<file path="config.mk">
export PLATFORM = sky130hd
export DESIGN_NAME = command_encoder
export DESIGN_NICKNAME = d
export VERILOG_FILES = /design/src/rtl/command_encoder_pkg.sv /design/src/rtl/command_encoder_cmd_queue.sv /design/src/rtl/command_encoder.sv
export SDC_FILE = /design/constraint.sdc
export NUM_CORES = 1
export LEC_CHECK = 0
export CAP_MARGIN = 20
export CORE_ASPECT_RATIO = 1.4
export CORE_UTILIZATION = 55
export CTS_CLUSTER_SIZE = 10
export DETAILED_ROUTE_END_ITERATION = 10
export GPL_TIMING_DRIVEN = 0
export PLACE_DENSITY = 0.84
export REMOVE_ABC_BUFFERS = 1
export SLEW_MARGIN = 5
export SYNTH_ARGS = -nofsm -noshare
export SYNTH_HDL_FRONTEND = slang
export SYNTH_SLANG_ARGS = --single-unit
export TNS_END_PERCENT = 1
</file>
<file path="constraint.sdc">
create_clock -name clock -period 3.5 [get_ports clock]
set_input_delay 0.35 -clock clock [delete_from_list [all_inputs] [get_ports clock]]
set_output_delay 0.35 -clock clock [all_outputs]
set_load 0.01 [all_outputs]
</file>
<file path="src/rtl/command_encoder_pkg.sv">
// Shared definitions for the analyzer UART command protocol: opcodes, frame sizes
// and the encoder FSM state encoding.
package acsp_cmd_pkg;

   localparam logic [7:0] OP_RESET          = 8'h00;
   localparam logic [7:0] OP_RUN            = 8'h01;
   localparam logic [7:0] OP_ID             = 8'h02;
   localparam logic [7:0] OP_SET_DIVIDER    = 8'h80;
   localparam logic [7:0] OP_SET_READ_DELAY = 8'h81;
   localparam logic [7:0] OP_TRIG_MASK      = 8'hC0;
   localparam logic [7:0] OP_TRIG_VALUE     = 8'hC1;

   localparam int LONG_CMD_BIT     = 7;
   localparam int LONG_FRAME_BYTES = 5;
   localparam int PREAMBLE_BYTES   = 5;

   typedef enum logic [1:0] {
      ST_IDLE      = 2'd0,
      ST_SEND      = 2'd1,
      ST_WAIT_BUSY = 2'd2,
      ST_WAIT_IDLE = 2'd3
   } enc_state_t;

   function automatic logic [2:0] frame_bytes(input logic [7:0] opcode);
      return opcode[LONG_CMD_BIT] ? 3'(LONG_FRAME_BYTES) : 3'd1;
   endfunction

endpackage

</file>
<file path="src/rtl/command_encoder_cmd_queue.sv">
// Synchronous show-ahead FIFO holding {opcode, data} command entries; the head
// entry is readable combinationally while the queue is not empty.
module cmd_queue #(
   parameter int DEPTH = 4,
   parameter int WIDTH = 40
) (
   input  logic                         clock,
   input  logic                         reset,
   input  logic                         push,
   input  logic [WIDTH-1:0]             push_data,
   input  logic                         pop,
   output logic [WIDTH-1:0]             head_data,
   output logic [$clog2(DEPTH+1)-1:0]   count,
   output logic                         full,
   output logic                         empty
);

   localparam int PW = $clog2(DEPTH);
   localparam int CW = $clog2(DEPTH+1);

   logic [WIDTH-1:0] mem_q [DEPTH];
   logic [PW-1:0]    wr_ptr_q, wr_ptr_d;
   logic [PW-1:0]    rd_ptr_q, rd_ptr_d;
   logic [CW-1:0]    count_q, count_d;
   logic             do_push;
   logic             do_pop;

   // Full/empty come from the occupancy count so equal pointers are never ambiguous.
   always_comb begin
      full    = (count_q == CW'(DEPTH));
      empty   = (count_q == '0);
      do_push = push && !full;
      do_pop  = pop && !empty;

      wr_ptr_d = do_push ? wr_ptr_q + PW'(1) : wr_ptr_q;
      rd_ptr_d = do_pop  ? rd_ptr_q + PW'(1) : rd_ptr_q;

      count_d = count_q;
      unique case ({do_push, do_pop})
         2'b10:   count_d = count_q + CW'(1);
         2'b01:   count_d = count_q - CW'(1);
         default: count_d = count_q;
      endcase
   end

   always_ff @(posedge clock or posedge reset) begin
      if (reset) begin
         wr_ptr_q <= '0;
         rd_ptr_q <= '0;
         count_q  <= '0;
      end else begin
         wr_ptr_q <= wr_ptr_d;
         rd_ptr_q <= rd_ptr_d;
         count_q  <= count_d;
      end
   end

   always_ff @(posedge clock) begin
      if (do_push) begin
         mem_q[wr_ptr_q] <= push_data;
      end
   end

   assign head_data = mem_q[rd_ptr_q];
   assign count     = count_q;

endmodule

</file>
<file path="src/rtl/command_encoder.sv">
// Host-side UART command transmitter: queues opcode/argument pairs and serializes
// them byte by byte through the trans_en/tx_busy handshake. CMD_ENC_PREAMBLE_EN adds send_reset.
//
// state        | meaning
// ST_IDLE      | waiting for a preamble request or a queued command
// ST_SEND      | trans_en strobe with tran_data holding the current byte
// ST_WAIT_BUSY | waiting for the UART to pick the byte up (tx_busy high)
// ST_WAIT_IDLE | waiting for the UART to finish the byte (tx_busy low)
module command_encoder
   import acsp_cmd_pkg::*;
#(
   parameter int QUEUE_DEPTH = 4
) (
   input  logic                               clock,
   input  logic                               reset,
   input  logic                               cmd_valid,
   input  logic [7:0]                         cmd_opcode,
   input  logic [31:0]                        cmd_data,
   output logic                               cmd_ready,
`ifdef CMD_ENC_PREAMBLE_EN
   input  logic                               send_reset,
`endif
   output logic                               trans_en,
   output logic [7:0]                         tran_data,
   input  logic                               tx_busy,
   output logic                               busy,
   output logic [$clog2(QUEUE_DEPTH+1)-1:0]   queue_count
);

   localparam int CW = $clog2(QUEUE_DEPTH+1);

   enc_state_t    state_q, state_d;
   logic [2:0]    bytes_left_q, bytes_left_d;
   logic [31:0]   shift_q, shift_d;
   logic [7:0]    tran_data_q, tran_data_d;
   logic          pop;
   logic          q_full;
   logic          q_empty;
   logic [39:0]   head;
   logic [CW-1:0] q_count;

`ifdef CMD_ENC_PREAMBLE_EN
   logic [2:0]    pre_left_q, pre_left_d;
   logic          pre_pend_q, pre_pend_d;
`endif

   cmd_queue #(
      .DEPTH (QUEUE_DEPTH),
      .WIDTH (40)
   ) u_queue (
      .clock     (clock),
      .reset     (reset),
      .push      (cmd_valid && !q_full),
      .push_data ({cmd_opcode, cmd_data}),
      .pop       (pop),
      .head_data (head),
      .count     (q_count),
      .full      (q_full),
      .empty     (q_empty)
   );

   always_ff @(posedge clock or posedge reset) begin
      if (reset) begin
         state_q      <= ST_IDLE;
         bytes_left_q <= '0;
         shift_q      <= '0;
         tran_data_q  <= '0;
`ifdef CMD_ENC_PREAMBLE_EN
         pre_left_q   <= '0;
         pre_pend_q   <= 1'b0;
`endif
      end else begin
         state_q      <= state_d;
         bytes_left_q <= bytes_left_d;
         shift_q      <= shift_d;
         tran_data_q  <= tran_data_d;
`ifdef CMD_ENC_PREAMBLE_EN
         pre_left_q   <= pre_left_d;
         pre_pend_q   <= pre_pend_d;
`endif
      end
   end

   always_comb begin
      state_d      = state_q;
      bytes_left_d = bytes_left_q;
      shift_d      = shift_q;
      tran_data_d  = tran_data_q;
      pop          = 1'b0;
`ifdef CMD_ENC_PREAMBLE_EN
      pre_left_d   = pre_left_q;
      // Requests arriving while a preamble is running merge into it.
      pre_pend_d   = pre_pend_q || (send_reset && (pre_left_q == 3'd0));
`endif

      unique case (state_q)
         ST_IDLE: begin
`ifdef CMD_ENC_PREAMBLE_EN
            if (pre_pend_q || send_reset) begin
               pre_pend_d  = 1'b0;
               pre_left_d  = 3'(PREAMBLE_BYTES);
               tran_data_d = 8'h00;
               state_d     = ST_SEND;
            end else
`endif
            if (!q_empty) begin
               pop          = 1'b1;
               tran_data_d  = head[39:32];
               shift_d      = head[31:0];
               bytes_left_d = frame_bytes(head[39:32]);
               state_d      = ST_SEND;
            end
         end
         ST_SEND: begin
            state_d = ST_WAIT_BUSY;
         end
         ST_WAIT_BUSY: begin
            if (tx_busy) begin
               state_d = ST_WAIT_IDLE;
            end
         end
         ST_WAIT_IDLE: begin
            if (!tx_busy) begin
`ifdef CMD_ENC_PREAMBLE_EN
               if (pre_left_q != 3'd0) begin
                  pre_left_d = pre_left_q - 3'd1;
                  state_d    = (pre_left_q > 3'd1) ? ST_SEND : ST_IDLE;
               end else
`endif
               begin
                  bytes_left_d = bytes_left_q - 3'd1;
                  if (bytes_left_q > 3'd1) begin
                     // Argument bytes leave LSB first; tran_data only moves when a strobe follows.
                     tran_data_d = shift_q[7:0];
                     shift_d     = {8'h00, shift_q[31:8]};
                     state_d     = ST_SEND;
                  end else begin
                     state_d = ST_IDLE;
                  end
               end
            end
         end
         default: begin
            state_d = ST_IDLE;
         end
      endcase
   end

   always_comb begin
      trans_en    = (state_q == ST_SEND);
      tran_data   = tran_data_q;
      cmd_ready   = !q_full;
      busy        = (state_q != ST_IDLE) || !q_empty;
      queue_count = q_count;
   end

endmodule
</file>
==> impl_metrics.env <==
export IMPL_synth_edff_count=160
export IMPL_period_minus_slack_ns=2.87
export IMPL_power_per_cell_area_nw_per_um2=916
export IMPL_max_capacitance_violation_count=0
export IMPL_finish_cell_count_without_fillers=692
export IMPL_clk_root_buffer_cell="clkbuf_16"
export IMPL_rows=52
export IMPL_port_buffers=57
export IMPL_drt_wirelength_per_cell_um=24.6
export IMPL_static_leakage_power_nw=3.37
export IMPL_initial_core_utilization=0.568
export IMPL_route_vias_total=4323
export IMPL_finalWeightedCongestion=0.700
export IMPL_grt_start_max_net_pins=46
export IMPL_postCtsResizedCells=0
export IMPL_die_area_um2=15600
export IMPL_clk_latency_ns=0.51
export IMPL_pin_count=58
export IMPL_final_critical_path_setup_slack_ns=0.631
export IMPL_power_ir_vdd_worst_mv=0.443
export IMPL_yosysWarningCount=0
export IMPL_cts_htree_levels=1
export IMPL_worst_path_max_fanout=5
export IMPL_run_status="complete, no violations"
export IMPL_grt_overflow=0
export IMPL_antenna_violating_nets_post_route=0
export IMPL_area_delta_synth_final_pct=18.4
export IMPL_finalHoldViolations=0
export IMPL_final_cycle_share=0.820
export IMPL_post_synth_top_area_cell="edfxtp_1"
export IMPL_detail_route_drc_violations=0
export IMPL_fmax_mhz=349
export IMPL_layout_filler_cells=909
export IMPL_grt_setup_unrepaired="no"
export IMPL_die_height_um=147
export IMPL_cts_clk_slew_worst_paths_ns=0.06
export IMPL_antenna_cells_inserted=0
export IMPL_syn_area_per_cell_um2=19.8
export IMPL_tritoncts_num_sinks=212
export IMPL_wire_length_of_the_first_global_routing_pass_um=26600
export IMPL_num_nets_final=542
export IMPL_critical_path_arrival_ns=2.52
export IMPL_drtPass1Iterations=5
export IMPL_synth_top_cells_by_area="edfxtp_1, dfrtp_1, mux4_2, o221a_1, ha_1"
export IMPL_synth_async_sr_flop_share=0.245
export IMPL_synth_cells=419
export IMPL_wl_um=17000
export IMPL_grt_pass1_vias=4760
export IMPL_cts_post_setup_buffers_inserted=0
export IMPL_worst_max_slew_pin_slew_ns=0.995
export IMPL_avgViaCountPerCell=6.25
export IMPL_die_w_um=106
export IMPL_fin_worst_skew_ns=0.0154
export IMPL_synth_main_ff_cell="edfxtp_1"
export IMPL_yosys_top_cell_area_share=0.578
export IMPL_syn_cell_area_um2=8310
export IMPL_antenna_found_initial=0
export IMPL_initialDrtViolationCount=302
export IMPL_synth_lib_cells_used_distinct=39
export IMPL_cts_tree="done"
export IMPL_placedCellCount=647
export IMPL_slew_violations=0
export IMPL_relSlewSlack=0.332
export IMPL_track_usage=0.227
export IMPL_sequential_to_total_area_share_from_yosys_stat=0.735
export IMPL_hpwl_um=9810
export IMPL_yosys_register_bits=212
export IMPL_cp_end_kind="primary output"
export IMPL_postCtsHoldBufs=0
export IMPL_tns_ns=0
export IMPL_startpoint_type="flop"
export IMPL_commonest_non_fill_non_tap_cells_in_the_layout="edfxtp_1, clkdlybuf4s50_1, dfrtp_1, mux4_2, clkbuf_16"
export IMPL_cts_buffers=25
export IMPL_worst_setup_slack_before_clock_tree_synthesis_ns=0.833
export IMPL_drive_gt1_frac=0.181
export IMPL_hold_slack_ns=0.150
export IMPL_worst_r2r_setup_slack_ns=0.73
export IMPL_final_common_cell="edfxtp_1"
export IMPL_setup_violations=0
export IMPL_clk_path_buf_depth=3
export IMPL_cp_required_ns=3.15
export IMPL_hp_class="in2async"
export IMPL_classification_of_the_worst_setup_path="reg2out"
export IMPL_core_area_um2=14600
## report_power, final
group	internal [mW]	switching, mW	total (mW)	leakage (nW)
clock	1.34	0.920	2.26	0.338
sequential	3.43	0.515	3.94	2.05
combinational	1.42	1.39	2.81	0.980
## flip-flops by register name (all words and copies together), names as in the netlist
register / flops
u_queue.mem_q: 160
shift_q: 32
tran_data: 8
bytes_left_q: 3
u_queue.count: 3
state_q: 2
u_queue.rd_ptr_q: 2
u_queue.wr_ptr_q: 2
## Yosys cell counts, drive strengths merged (4+ instances only)
cell type  number
clkbuf          6
a2bb2oi         9
buf            19
o22ai          11
dfrtp          52
o221a          21
edfxtp        160
nand2           6
or3            21
ha             12
mux4           40
and3            4
inv            10
nor2            6
xnor2           5
a22o            9
## worst paths after layout
path                              start                   end  cells after the start
setup / recovery             state_q[0]                  busy                      4
hold / removal                    reset            shift_q[3]                      2
hold reg to reg             shift_q[30]           shift_q[30]                      1
setup reg to reg             state_q[0]           shift_q[16]                      4
max in group asynchronous         reset   u_queue.rd_ptr_q[0]                      3
min in group clock         cmd_data[21]  u_queue.mem_q[0][21]                      1
## cell families after synthesis
kind of cell | Yosys count | share of synthesized area
DFF | 212 | 0.735
and+or+nand+nor | 45 | 0.0310
buffers and inverters | 35 | 0.0248
AOI/OAI and AO/OA | 65 | 0.0702
xor gates and xnor gates | 6 | 0.00632
muxes | 43 | 0.112
adders and majority gates | 13 | 0.0205
## metal layers
metal,part of all wire,wire length (um),up-vias,GRT usage
met5,0,0,-,0
met4,0.023,387,0,0.0868
met1,0.37,6340,2260,0.271
met2,0.55,9430,169,0.413
li1,-,-,1856,-
met3,0.050,849,38,0.0353
## layout make-up
class	instances	area, um2	area share
inverters	10	37.5	0.00382
flip-flops and latches	212	6110	0.621
repair buffers	64	713	0.0725
well taps	189	236	0.0240
clock inverters	2	17.5	0.00178
multi-input cells	172	2030	0.206
clock buffers	43	693	0.0705
## worst max-delay path, stage by stage (launching register included)
cell	delay [ns]
dfrtp_1	0.43
inv_1	0.13
ha_1	0.32
or4b_1	0.60
clkdlybuf4s50_1	0.53
## per-stage QoR
stage	area (um2)	total power [mW]	util
floorplan	8140	5.68	-
finish	9840	9.01	0.672
CTS	9840	9.06	0.672
detailed placement	9130	6.73	0.623
global route	9840	9.37	0.672
global placement	8950	6.46	0.611
No activity file was read; power rests on OpenSTA's default activity.
